### src/rtl/fifo_reader.sv
// ============================================================================
// Module  : fifo_reader
// Purpose : FIFO consumer that pops on !empty, absorbs the one-cycle read
//           latency and re-issues words as a valid/ready stream via a 2-deep skid.
// Revision: 1.0 - initial release
// ============================================================================
`default_nettype none

module fifo_reader #(
  parameter int DATA_WIDTH  = 12,
  parameter int COUNT_WIDTH = 8
) (
  input  logic                   clk,
  input  logic                   reset,
  input  logic                   enable,
  input  logic                   fifo_empty,
  input  logic                   fifo_error,
  input  logic [DATA_WIDTH-1:0]  fifo_data,
  output logic                   fifo_read_enable,
  output logic [DATA_WIDTH-1:0]  data_out,
  output logic                   valid_out,
  input  logic                   ready_in,
  output logic [1:0]             state,
  output logic [COUNT_WIDTH-1:0] word_count,
  output logic                   error
);

  typedef enum logic [1:0] {
    IDLE   = 2'b00,
    ACTIVE = 2'b01,
    DRAIN  = 2'b10
  } state_t;

  state_t                state_q;
  state_t                state_d;
  logic [DATA_WIDTH-1:0] skid_head;
  logic [DATA_WIDTH-1:0] skid_tail;
  logic [1:0]            occ;
  logic                  inflight;
  logic                  take;
  logic                  overflow;
  logic [2:0]            pending;

  assign state     = state_q;
  assign data_out  = skid_head;
  assign valid_out = (occ != 2'd0);
  assign take      = valid_out & ready_in;

  // Words already owned by the skid after this cycle, counting the one in flight.
  assign pending          = {1'b0, occ} + {2'b00, inflight} - {2'b00, take};
  assign fifo_read_enable = (state_q == ACTIVE) & ~fifo_empty & (pending < 3'd2);
  assign overflow         = inflight & ~take & (occ == 2'd2);

  always_ff @(posedge clk) begin
    if (reset) begin
      state_q    <= IDLE;
      skid_head  <= '0;
      skid_tail  <= '0;
      occ        <= 2'd0;
      inflight   <= 1'b0;
      word_count <= '0;
      error      <= 1'b0;
    end else begin
      state_q  <= state_d;
      inflight <= fifo_read_enable;
      if (take) begin
        word_count <= word_count + 1'b1;
      end
      if (fifo_error | overflow) begin
        error <= 1'b1;
      end
      case ({take, inflight})
        2'b01: begin
          if (occ == 2'd0) begin
            skid_head <= fifo_data;
            occ       <= 2'd1;
          end else if (occ == 2'd1) begin
            skid_tail <= fifo_data;
            occ       <= 2'd2;
          end
        end
        2'b10: begin
          skid_head <= skid_tail;
          occ       <= occ - 2'd1;
        end
        2'b11: begin
          // Simultaneous take and capture: occupancy holds, queue shifts by one.
          if (occ == 2'd2) begin
            skid_head <= skid_tail;
            skid_tail <= fifo_data;
          end else begin
            skid_head <= fifo_data;
          end
        end
        default: ;
      endcase
    end
  end

  always_comb begin
    state_d = state_q;
    case (state_q)
      IDLE: begin
        if (enable) state_d = ACTIVE;
      end
      ACTIVE: begin
        if (!enable) state_d = DRAIN;
      end
      DRAIN: begin
        if (enable) begin
          state_d = ACTIVE;
        end else if ((occ == 2'd0) && !inflight) begin
          state_d = IDLE;
        end
      end
      default: state_d = IDLE;
    endcase
  end

endmodule

`default_nettype wire
### config.mk
export PLATFORM = sky130hd
export DESIGN_NAME = fifo_reader
export DESIGN_NICKNAME = d
export VERILOG_FILES = /design/src/rtl/fifo_reader.sv
export SDC_FILE = /design/constraint.sdc
export NUM_CORES = 1
export LEC_CHECK = 0
export BUFFER_PORTS_ARGS = -buffer_cell sky130_fd_sc_hd__buf_2
export CORE_ASPECT_RATIO = 1.25
export CORE_MARGIN = 2
export CORE_UTILIZATION = 40
export CTS_BUF_LIST = sky130_fd_sc_hd__clkbuf_16
export DETAILED_ROUTE_END_ITERATION = 10
export SETUP_SLACK_MARGIN = 0.3
export SLEW_MARGIN = 20
export SYNTH_ARGS = -nofsm -noshare
export SYNTH_HDL_FRONTEND = slang
export SYNTH_SLANG_ARGS = --single-unit
### constraint.sdc
create_clock -name clk -period 3.3 [get_ports clk]
set_input_delay 0.66 -clock clk [delete_from_list [all_inputs] [get_ports clk]]
set_output_delay 0.66 -clock clk [all_outputs]
set_load 0.03 [all_outputs]
---- Word level (Yosys, flattened, before mapping) ----
Cells that the tools add are included.
word-level totals
  register bits ........................... 38
  output and inout bits ................... 25
cells by class
  $add $sub $neg .......................... 4
  order comparisons ....................... 1
  equality and inequality tests ........... 15
  muxes and demuxes ....................... 15
  bitwise gates (word level) .............. 8
  reductions and logical operators ........ 12
operators with widths
  operator             count
  $mux 12              5
  $pmux 12 s3          1
  $pmux 12 s2          1
  $mux 2               6
  $ne 2x2->1 const B   6
  $add 8x1->8 const B  1
  $eq 2x2->1 const B   4
  $eq 2x1->1 const B   3
  $ne 3x3->1 const B   2
  $pmux 2 s3           1
  $reduce_bool 2->1    3
  $and 1x1->1          5
  $logic_not 2->1      2
  $pmux 2 s2           1
  $reduce_and 2->1     2
  $reduce_and 4->1     1
  $add 2x1->3          1
  $lt 3x2->1 const B   1
  $reduce_and 3->1     1
  $reduce_bool 3->1    1
  $sub 3x1->3          1
  $not 1->1            2
  $sub 2x1->2 const B  1
  $logic_and 1x1->1    1
  other kinds (2)      2

---- Logic depth before layout (Yosys ltp) ----
Gate-level depths: netlist of run 1.
  depth after elaboration ................. 6
  gate-level depth with buffers ........... 11

---- Worst setup path before layout of run 1 ----
No wires, ideal clock.
  path kind ............................... register -> output
  start ................................... register occ[1]
  end ..................................... output fifo_read_enable
  arrival ................................. 3,071 ps
  path slack .............................. -431 ps
  cell stages (with the launch flop) ...... 11
  path buffers ............................ 1
  cells stage by stage .................... dfxtp_1 > inv_1 > ha_1 > nor2b_1 > buf_4 > inv_2 > ha_1 > nand2b_1 > fa_1 > xor2_1 > nor4b_1
between the ends
  longest elaborated chain between the ends .. 5
ends and longest elaborated chain
  item                                                                 RTL line  RTL
  start, declared                                                      38        logic [1:0] occ;
  start signal, assigned                                               84        occ <= occ - 2'd1;
  parallel branches: the longest is 2 deep, another holds $add 2x1->3  n/a
  $sub 3x1->3 *                                                        50        assign pending = {1'b0, occ} + {2'b00, inflight} - {2'b00, take};
  $lt 3x2->1 *                                                         51        assign fifo_read_enable = (state_q == ACTIVE) & ~fifo_empty & (pending < 3'd2);
  $and 1x1->1 *                                                        51
  end, declared                                                        19        output logic fifo_read_enable,
Every way passes the cells marked *.

---- Final worst setup path of run 1 ----
  start ................................... register occ[0]
  end ..................................... output fifo_read_enable
The elaborated chain is that of the path after synthesis.

==> results of run 1 <==
[state kept, by name (all words and copies together) (netlist names)]
signal / count
skid_tail: 12
word_count: 8
state: 2
data_out: 12
inflight: 1
error: 1
occ: 2
[layout make-up]
type / count / share of cell area, %
Tap cell: 58 / 3.093
Clock buffer: 5 / 5.333
Sequential cell: 38 / 32.75
Clock inverter: 3 / 0.5333
Inverter: 8 / 1.280
Multi-Input combinational cell: 135 / 45.39
Timing Repair Buffer: 50 / 11.63
[power by group]
part | internal [W] | total (W) | switching, W
combinational | 0.0000896 | 0.000218 | 0.000128
sequential | 0.000484 | 0.000500 | 0.0000151
clock | 0.000273 | 0.000450 | 0.000177
total | 0.000847 | 0.00117 | 0.000320
[logic make-up (layout without fill, tap and decap cells)]
group	count (synthesis)	count (layout)	share of synthesized area, %
buffers and inverters	18	66	5.124
multiplexers	26	26	14.03
XOR/XNOR	7	7	3.304
adder cells (fa/ha/maj)	7	7	5.125
AND/OR/NAND/NOR	69	69	20.03
AO/OA/AOI/OAI	26	26	11.40
flip-flops	38	38	41.00
[layout by cell type, fill, tap and decap left out, types with 2 or more instances in the layout]
cell type / n
nor3_1: 2
xor2_1: 3
dfxtp_4: 2
xnor2_1: 3
nor2_1: 23
dfxtp_1: 36
buf_2: 41
ha_4: 2
a21oi_1: 3
nand2b_1: 26
buf_4: 9
mux2i_1: 26
a211oi_1: 15
nand4_1: 3
nand2_1: 4
inv_2: 4
inv_1: 5
ha_1: 4
clkbuf_16: 5
[worst max-delay path, cell delays in order, from the launching register on]
cell      delay [ns]
dfxtp_4         0.35
inv_2           0.05
ha_4            0.16
nor2b_4         0.12
inv_2           0.05
ha_4            0.21
nand2b_4        0.14
fa_2            0.35
xor2_2          0.16
nor4b_4         0.26
buf_4           0.20
[through the flow]
stage                     util, %  cells  area, um2
after global placement      48.15    282       2131
final                       53.01    297       2346
after detailed placement    48.15    282       2131
after CTS                   53.01    297       2346
after floorplan                 -    191       1906
after global routing        53.01    297       2346
[layer usage]
| metal | GRT usage [%] | vias to the layer above | wire, um |
|---|---|---|---|
| met5 | 0 | - | 0 |
| met1 | 18.47 | 658 | 1664 |
| met4 | 3.830 | 0 | 41 |
| li1 | - | 748 | - |
| met3 | 4.762 | 4 | 170 |
| met2 | 27.32 | 28 | 1809 |
[what timing repair did]
action,in CTS,in global routing
setup buffers,7,0
resized for setup,8,0
gates cloned,0,0
endpoints found under the setup margin,1,1
pin swaps,3,0
[path summary, 6_finish.rpt]
| kind | slack, ns | from | depth (start not counted) | endpoint |
|---|---|---|---|---|
| min | 0.47 | skid_tail[4] | 2 | skid_tail[4] |
| max | 0.31 | occ[0] | 10 | fifo_read_enable |
| max reg2reg | 1.24 | occ[0] | 10 | inflight |
| min reg2reg | 0.47 | skid_tail[4] | 2 | skid_tail[4] |
==> run metrics, run 1 <==
status finished, final reports clean; top-area cell type share of the netlist area 41.00%; HPWL Detailed 2437 um; fin nets 263; DR vias/cell 4.842; DRT Wirelength 3686 um; gr ovfl total 0; ys async rst share 0%; RSZ-0062 raised after global routing yes; n_diodes 0; Initial Util 41.93%; # setup viols final 0; Die ar. 5203 um2; layout cells sized above 1 30.96%; maximum root-to-sink buffer count 2; post-place setup slack 0.1862 ns; top cells by instance count after synthesis dfxtp_1 (38), nand2b_1 (27), mux2i_1 (26), nor2_1 (23), a211oi_1 (15); Lkg Pwr 1.048 nW; Peak VDD IR 0.0003918 V; largest net degree at the start of global routing 51; Mapped Nets 216; number of synthesized flops with an enable pin 0; Fill cells 421; post-route antenna net violation count 0; final worst-path cycle share 90.52%; DRT iter0 DRCs 66; Layout area overhead 26.43%; Min Hold Slack 0.4708 ns; multi-input logic area 1065 um2; slew margin rel. 41.94%; Setup Crit Path Kind flip-flop to output port; Syn Inst Count 191; Syn Area/Cell 9.715 um2; Seq/Total Area, Yosys 41.00%; Synth Register Bits 38; CP arrival 2.33 ns; Final Max Slew Viols 0; Post-Syn Area 1856 um2; most frequent cell after synthesis dfxtp_1; CP required 2.64 ns; worst min path class flip-flop to flip-flop; via count 1,438; yosys warns 0; Inserted Clock Buffers 5; Slew @ Worst Pin 0.8710 ns; # IOs 43; routability cong. 0.7777; Reg area 768.2 um2; die width 64.92 um; DIE HEIGHT 80.15 um; row cnt 27; Setup WS post-layout 0.3128 ns; Main synth FF type dfxtp_1; TNS Setup 0 ns; Synth area leader dfxtp_1; skew final 0.005502 ns; H-tree levels 2; Sink Count 38; CP Capture Type output port; f_max 334.8 MHz; WL/cell 12.41 um; Yosys cell types 38; DRC 0; GRT Overall Usage 15.61%; Pwr Density 497.6 nW/um2; antenna violations before repair 0; critical-path maximum fanout 3; Final Power 0.001167 W; Post-CTS Hold Buffers 0; worst skew pair latency 0.27 ns; Reg clk slew, reported paths 0.06 ns; Port Buffers 42; final hold vios 0; Setup crit start kind flip-flop; max_cap viols 0; dominant cells by area after synthesis dfxtp_1 (41%), mux2i_1 (14%), nand2b_1 (9.1%); first-pass detailed-route iteration total 4; Root Buffer clkbuf_16; first-pass GRT wire length 6313 um; CTS tree done; core area 4425 um2; minimum clock period 2.987 ns; vias in the first global route 1,391
Note: power is estimated with default switching activity, not from simulation.
==> run 2: changes to the inputs <==
- clock period: 3.3 -> 2.6 ns (I/O delays scaled with it)
==> run 2 against run 1 <==
  * The flow now finishes with violations (setup timing)
  * Critical path depth unchanged
  * Clock skew is 0.00078 ns lower
  * Highest routed layer unchanged
  * Sequential power rose by 26%
  * Sequential cell count did not move
  * Cell count is 0.34% higher
  * Die area is the same
  * Critical path type unchanged
  * Via count is 0.28% lower
  * Register-to-register slack worse by 0.71 ns
  * Combinational power up 30%
  * Non-clock buffer count increased by 2
==> run metrics, run 2 (same netlist as run 1, synthesis figures left out) <==
status complete, but fails checks; failing checks setup timing; CTS tree done; final hold vios 0 (unchanged); commonest non-fill, non-tap cells in the layout buf_2 (41), dfxtp_1 (36), nand2b_1 (26), mux2i_1 (26), nor2_1 (23); f_max 356.4 MHz; Die ar. 5203 um2 (unchanged); CP max stage delay 0.35 ns (about the same); Post-CTS Hold Buffers 0 (unchanged); die width 64.92 um (unchanged); Worst R2R Path Depth 10 (unchanged); crit-path leading delay family adder cells; CP Capture Type output port; GRT Overall Usage 15.33% (-0.28 points); Sink Count 38 (unchanged); Clk network pwr share 38.1% (-0.4 points); via count 1,434 (-0.28%); post-place setup slack -0.1764 ns (-0.3626 ns); DRT iter0 DRCs 21 (-68%); DRT Wirelength 3682 um (-0.11%); Reg clk slew, reported paths 0.06 ns (about the same); Slew @ Worst Pin 0.7366 ns (-0.1344 ns); Pwr Density 625.5 nW/um2 (+26%); CP required 2.08 ns (-0.56 ns); CP Buf/Inv Count 3 (unchanged); Layout area overhead 27.58%; hold path depth 2 (unchanged); Switch Pwr 0.0004032 W (+26%); multi-input logic area 1067 um2 (+0.23%); most common cell after layout, fill and taps aside buf_2; Reg area 768.2 um2 (unchanged); Initial Util 41.93% (unchanged); layout cells sized above 1 32.50% (+1.5 points); critical-path maximum fanout 2 (-1); Fill cells 427 (+1.4%); WL/cell 12.36 um (-0.44%); Comb power frac 19.2% (+0.5 points); first-pass detailed-route iteration total 4 (unchanged); gr ovfl total 0 (unchanged); vias in the first global route 1,325 (-4.7%); Port Buffers 42 (unchanged); skew final 0.004722 ns (-0.0007800 ns); RSZ-0062 raised after global routing yes; # IOs 43 (unchanged); Final Power 0.001481 W (+27%); minimum clock period 2.806 ns; largest net degree at the start of global routing 51 (unchanged); worst skew pair latency 0.27 ns (about the same); maximum root-to-sink buffer count 2 (unchanged); Pint 0.001078 W (+27%); total stage count of the critical path 10 (unchanged); final worst-path cycle share 107.9%; fin nets 265 (+0.76%); Inserted Clock Buffers 5 (unchanged); first-pass GRT wire length 6175 um (-2.2%); row cnt 27 (unchanged); max_cap viols 0 (unchanged); HPWL Detailed 2590 um (+6.2%); DR vias/cell 4.812 (-0.61%); n_diodes 0 (unchanged); Final Max Slew Viols 0 (unchanged); Root Buffer clkbuf_16; Cell Chain, Critical Path inv_2 -> ha_4 -> nor2b_4 -> inv_2 -> ha_4 -> nand2b_4 -> fa_2 -> xor2_2 -> nor4b_4 -> buf_6; Setup WS post-layout -0.2058 ns (-0.5185 ns); Setup crit start kind flip-flop; antenna violations before repair 0 (unchanged); H-tree levels 2 (unchanged); slew margin rel. 50.90% (+9.0 points); # setup viols final 1 (+1); Sw Share 27.23% (-0.21 points); post-route insts no fill 298 (+0.34%); core area 4425 um2 (unchanged); Setup Crit Path Kind flip-flop to output port; crit path max-delay cell type fa_2; routability cong. 0.8706 (+12%); sequential power share 42.7% (about the same); Post-CTS Setup Bufs 0 (-7); Lkg Pwr 1.054 nW (+0.57%); post-route antenna net violation count 0 (unchanged); DRC 0 (unchanged); DIE HEIGHT 80.15 um (unchanged); placed insts 291 (+3.2%); CP arrival 2.29 ns (-0.04 ns); Peak VDD IR 0.0004565 V (+17%); worst min path class primary input to flip-flop
==> run 2: final timing paths <==
| path | from | slack [ns] | end |
|---|---|---|---|
| min reg2reg | skid_tail[2] | 0.47 | skid_tail[2] |
| min | enable | 0.43 | state[1] |
| max | occ[0] | -0.21 | fifo_read_enable |
| max reg2reg | occ[0] | 0.53 | inflight |
==> run 2: worst register-to-register path: stages, from the launching register on <==
cell and delay [ns]:
dfxtp_4 0.34, inv_2 0.04, ha_4 0.16, nor2b_4 0.11
inv_2 0.05, ha_4 0.20, nand2b_4 0.13, fa_2 0.35
xor2_2 0.17, nor4b_4 0.29, nor2b_1 0.16
==> run 2: metrics by stage <==
step,setup TNS (ns),hold WS [ns],utilization (%),instance area [um2]
finish,-0.2058,0.4278,53.49,2367
global route,-0.3152,0.4267,53.49,2367
CTS,-0.2295,0.4210,53.41,2364
detailed placement,-0.1764,0.4605,50.07,2216
global placement,-0.1645,0.4585,50.07,2216
floorplan,-0.1661,0.4480,-,1923
==> run 2: area by class of cell <==
class,instances,share of cell area (%)
multi-input cells,135,45.08
clock buffers,5,5.285
well taps,58,3.066
flip-flops and latches,38,32.45
repair buffers,52,12.32
clock inverters,2,0.4228
inverters,8,1.374
==> run 2: repair_timing <==
action	CTS	global route
endpoints found under the setup margin	1	1
pin swaps	2	0
cloned	0	0
resized for setup	4	2
==> run 2: power by group through the flow <==
stage	combinational, W	sequential [W]	clock (W)
2_1_floorplan	0.000153	0.000695	0
3_3_place_gp	0.000278	0.000644	0
3_5_place_dp	0.000280	0.000645	0
4_1_cts	0.000287	0.000632	0.000586
5_1_grt	0.000312	0.000636	0.000605
6_report	0.000284	0.000632	0.000565
==> run 2: metal layers <==
metal	routed length [um]	track usage [%]	up-vias
met4	16	3.830	0
met5	0	0	-
met2	1801	25.46	28
met3	199	4.902	2
met1	1665	19.15	656
li1	-	-	748
==> run 3: changes to the inputs <==
- CORE_UTILIZATION: 40 -> 35
==> run 3 against run 2 <==
  * Die area increased by 13%
  * Cell count is 1.7% higher
  * Hold slack improved by 0.010 ns
  * The flow still finishes with violations (setup timing)
  * Clock skew is 0.0018 ns lower
  * Global-route usage down 1.4 points
  * Worst setup slack better by 0.0066 ns
  * Power increased by 4.7%
  * Design area is 1.1% higher
  * Via count grew 0.28%
  * Routed wire length increased by 5.4%
  * Largest cell class unchanged
  * Critical path type unchanged
==> run metrics, run 3 (same netlist as run 1, synthesis figures left out) <==
# IOs 43 (unchanged); CTS tree done; failing checks setup timing; Setup crit start kind flip-flop; maximum root-to-sink buffer count 2 (unchanged); post-route insts no fill 303 (+1.7%); f_max 357.3 MHz (+0.24%); post-route antenna net violation count 0 (unchanged); Sw Share 26.66% (-0.57 points); WL/cell 12.81 um (+3.7%); DRT Wirelength 3881 um (+5.4%); DR vias/cell 4.746 (-1.4%); Sink Count 38 (unchanged); Reg clk slew, reported paths 0.05 ns (about the same); vias in the first global route 1,364 (+2.9%); Setup WS post-layout -0.1991 ns (+0.006642 ns); layout cells sized above 1 32.37% (-0.13 points); gr ovfl total 0 (unchanged); commonest non-fill, non-tap cells in the layout buf_2 (41), dfxtp_1 (36), nand2b_1 (26), mux2i_1 (26), nor2_1 (23); Switch Pwr 0.0004134 W (+2.5%); antenna violations before repair 0 (unchanged); Pwr Density 647.9 nW/um2 (+3.6%); CP arrival 2.28 ns (about the same); Initial Util 36.53% (-5.4 points); Final Power 0.001551 W (+4.7%); # setup viols final 1 (unchanged); most common cell after layout, fill and taps aside buf_2; worst skew pair latency 0.27 ns (about the same); critical-path maximum fanout 2 (unchanged); DRC 0 (unchanged); Post-CTS Setup Bufs 0 (unchanged); Slew @ Worst Pin 0.7609 ns (+0.02432 ns); Final Max Slew Viols 0 (unchanged); Root Buffer clkbuf_16; Lkg Pwr 1.067 nW (+1.3%); largest net degree at the start of global routing 51 (unchanged); Inserted Clock Buffers 5 (unchanged); Layout area overhead 29.00%; H-tree levels 2 (unchanged); Pint 0.001137 W (+5.6%); skew final 0.002937 ns (-0.001785 ns); Setup Crit Path Kind flip-flop to output port; final worst-path cycle share 107.7% (-0.26 points); via count 1,438 (+0.28%); TNS Setup -0.1991 ns (+0.006642 ns); post-place setup slack -0.1771 ns (-0.0006590 ns); R2R Setup Slk 0.54 ns (about the same); Clk network pwr share 40.9% (+2.8 points); max_cap viols 0 (unchanged); final hold vios 0 (unchanged); first-pass GRT wire length 6575 um (+6.5%); fin nets 265 (unchanged); Fill cells 518 (+21%); status complete, but fails checks; Peak VDD IR 0.0003834 V (-16%); placed insts 295 (+1.4%); die width 69.13 um (+6.5%); RSZ-0062 raised after global routing yes; Port Buffers 42 (unchanged); DIE HEIGHT 85.41 um (+6.6%); n_diodes 0 (unchanged); row cnt 29 (+7.4%); DRT iter0 DRCs 38 (+81%); core area 5080 um2 (+15%); CP Capture Type output port; GRT Overall Usage 13.94% (-1.4 points); Comb power frac 18.3% (-0.9 points); first-pass detailed-route iteration total 4 (unchanged); Min Hold Slack 0.4379 ns (+0.01012 ns); slew margin rel. 49.28% (-1.6 points); CP required 2.08 ns (about the same); minimum clock period 2.799 ns (-0.006642 ns); HPWL Detailed 2696 um (+4.1%); worst min path class primary input to flip-flop; routability cong. 0.7688 (-12%); sequential power share 40.8% (-1.9 points); Die ar. 5904 um2 (+13%)
-- run 3: changes by cell type in the layout (fill, tap and decap cells not counted), sizes merged --
cell,delta
clkbuf,+1
-- run 3: area by class of cell --
type / instances / area, um2 / area share [%]
well taps: 62 / 77.57 / 3.241
multi-input cells: 135 / 1067 / 44.59
clock buffers: 6 / 150.1 / 6.273
repair buffers: 52 / 287.8 / 12.02
clock inverters: 2 / 7.507 / 0.3136
inverters: 8 / 35.03 / 1.464
flip-flops and latches: 38 / 768.2 / 32.10
-- run 3: path summary, 6_finish.rpt --
| path | start | end | depth (start not counted) |
|---|---|---|---|
| worst max-delay path | occ[0] | fifo_read_enable | 10 |
| worst min-delay path | enable | state[1] | 2 |
| worst max register to register | occ[0] | inflight | 8 |
| worst min register to register | error | error | 2 |
-- run 3: stage by stage --
stage / utilization [%] / area (um2)
after floorplan: - / 1923
after global placement: 43.72 / 2221
after detailed placement: 43.72 / 2221
after CTS: 47.07 / 2391
after global routing: 47.12 / 2394
final: 47.12 / 2394
-- run 3: repair_timing --
action / in CTS / in global routing
hold endpoints to repair: 0 / 0
setup endpoints to repair: 1 / 1
hold buffers: 0 / 0
pin swaps: 2 / 0
resized for setup: 4 / 2
-- run 3: power by group through the flow --
| stage | combinational (W) | sequential [W] | clock [W] |
|---|---|---|---|
| floorplan | 0.000153 | 0.000695 | 0 |
| global route | 0.000313 | 0.000638 | 0.000685 |
| finish | 0.000283 | 0.000633 | 0.000634 |
| CTS | 0.000286 | 0.000633 | 0.000656 |
| detailed placement | 0.000280 | 0.000645 | 0 |
| global placement | 0.000278 | 0.000645 | 0 |
-- run 3: per-layer routing --
| metal | share of wire [%] | track usage (%) |
|---|---|---|
| met4 | 1.3 | 5.348 |
| met2 | 45 | 21.50 |
| met5 | 0 | 0 |
| met3 | 4.8 | 3.919 |
| met1 | 49 | 18.52 |
-- run 3: worst max-delay path, stage by stage (launching register included) --
cell and delay [ns]:
dfxtp_4 0.35, inv_4 0.04, ha_4 0.15, nor2b_4 0.11, inv_2 0.05, ha_4 0.20, nand2b_4 0.14, fa_2 0.34
xor2_2 0.16, nor4b_4 0.26, buf_4 0.20
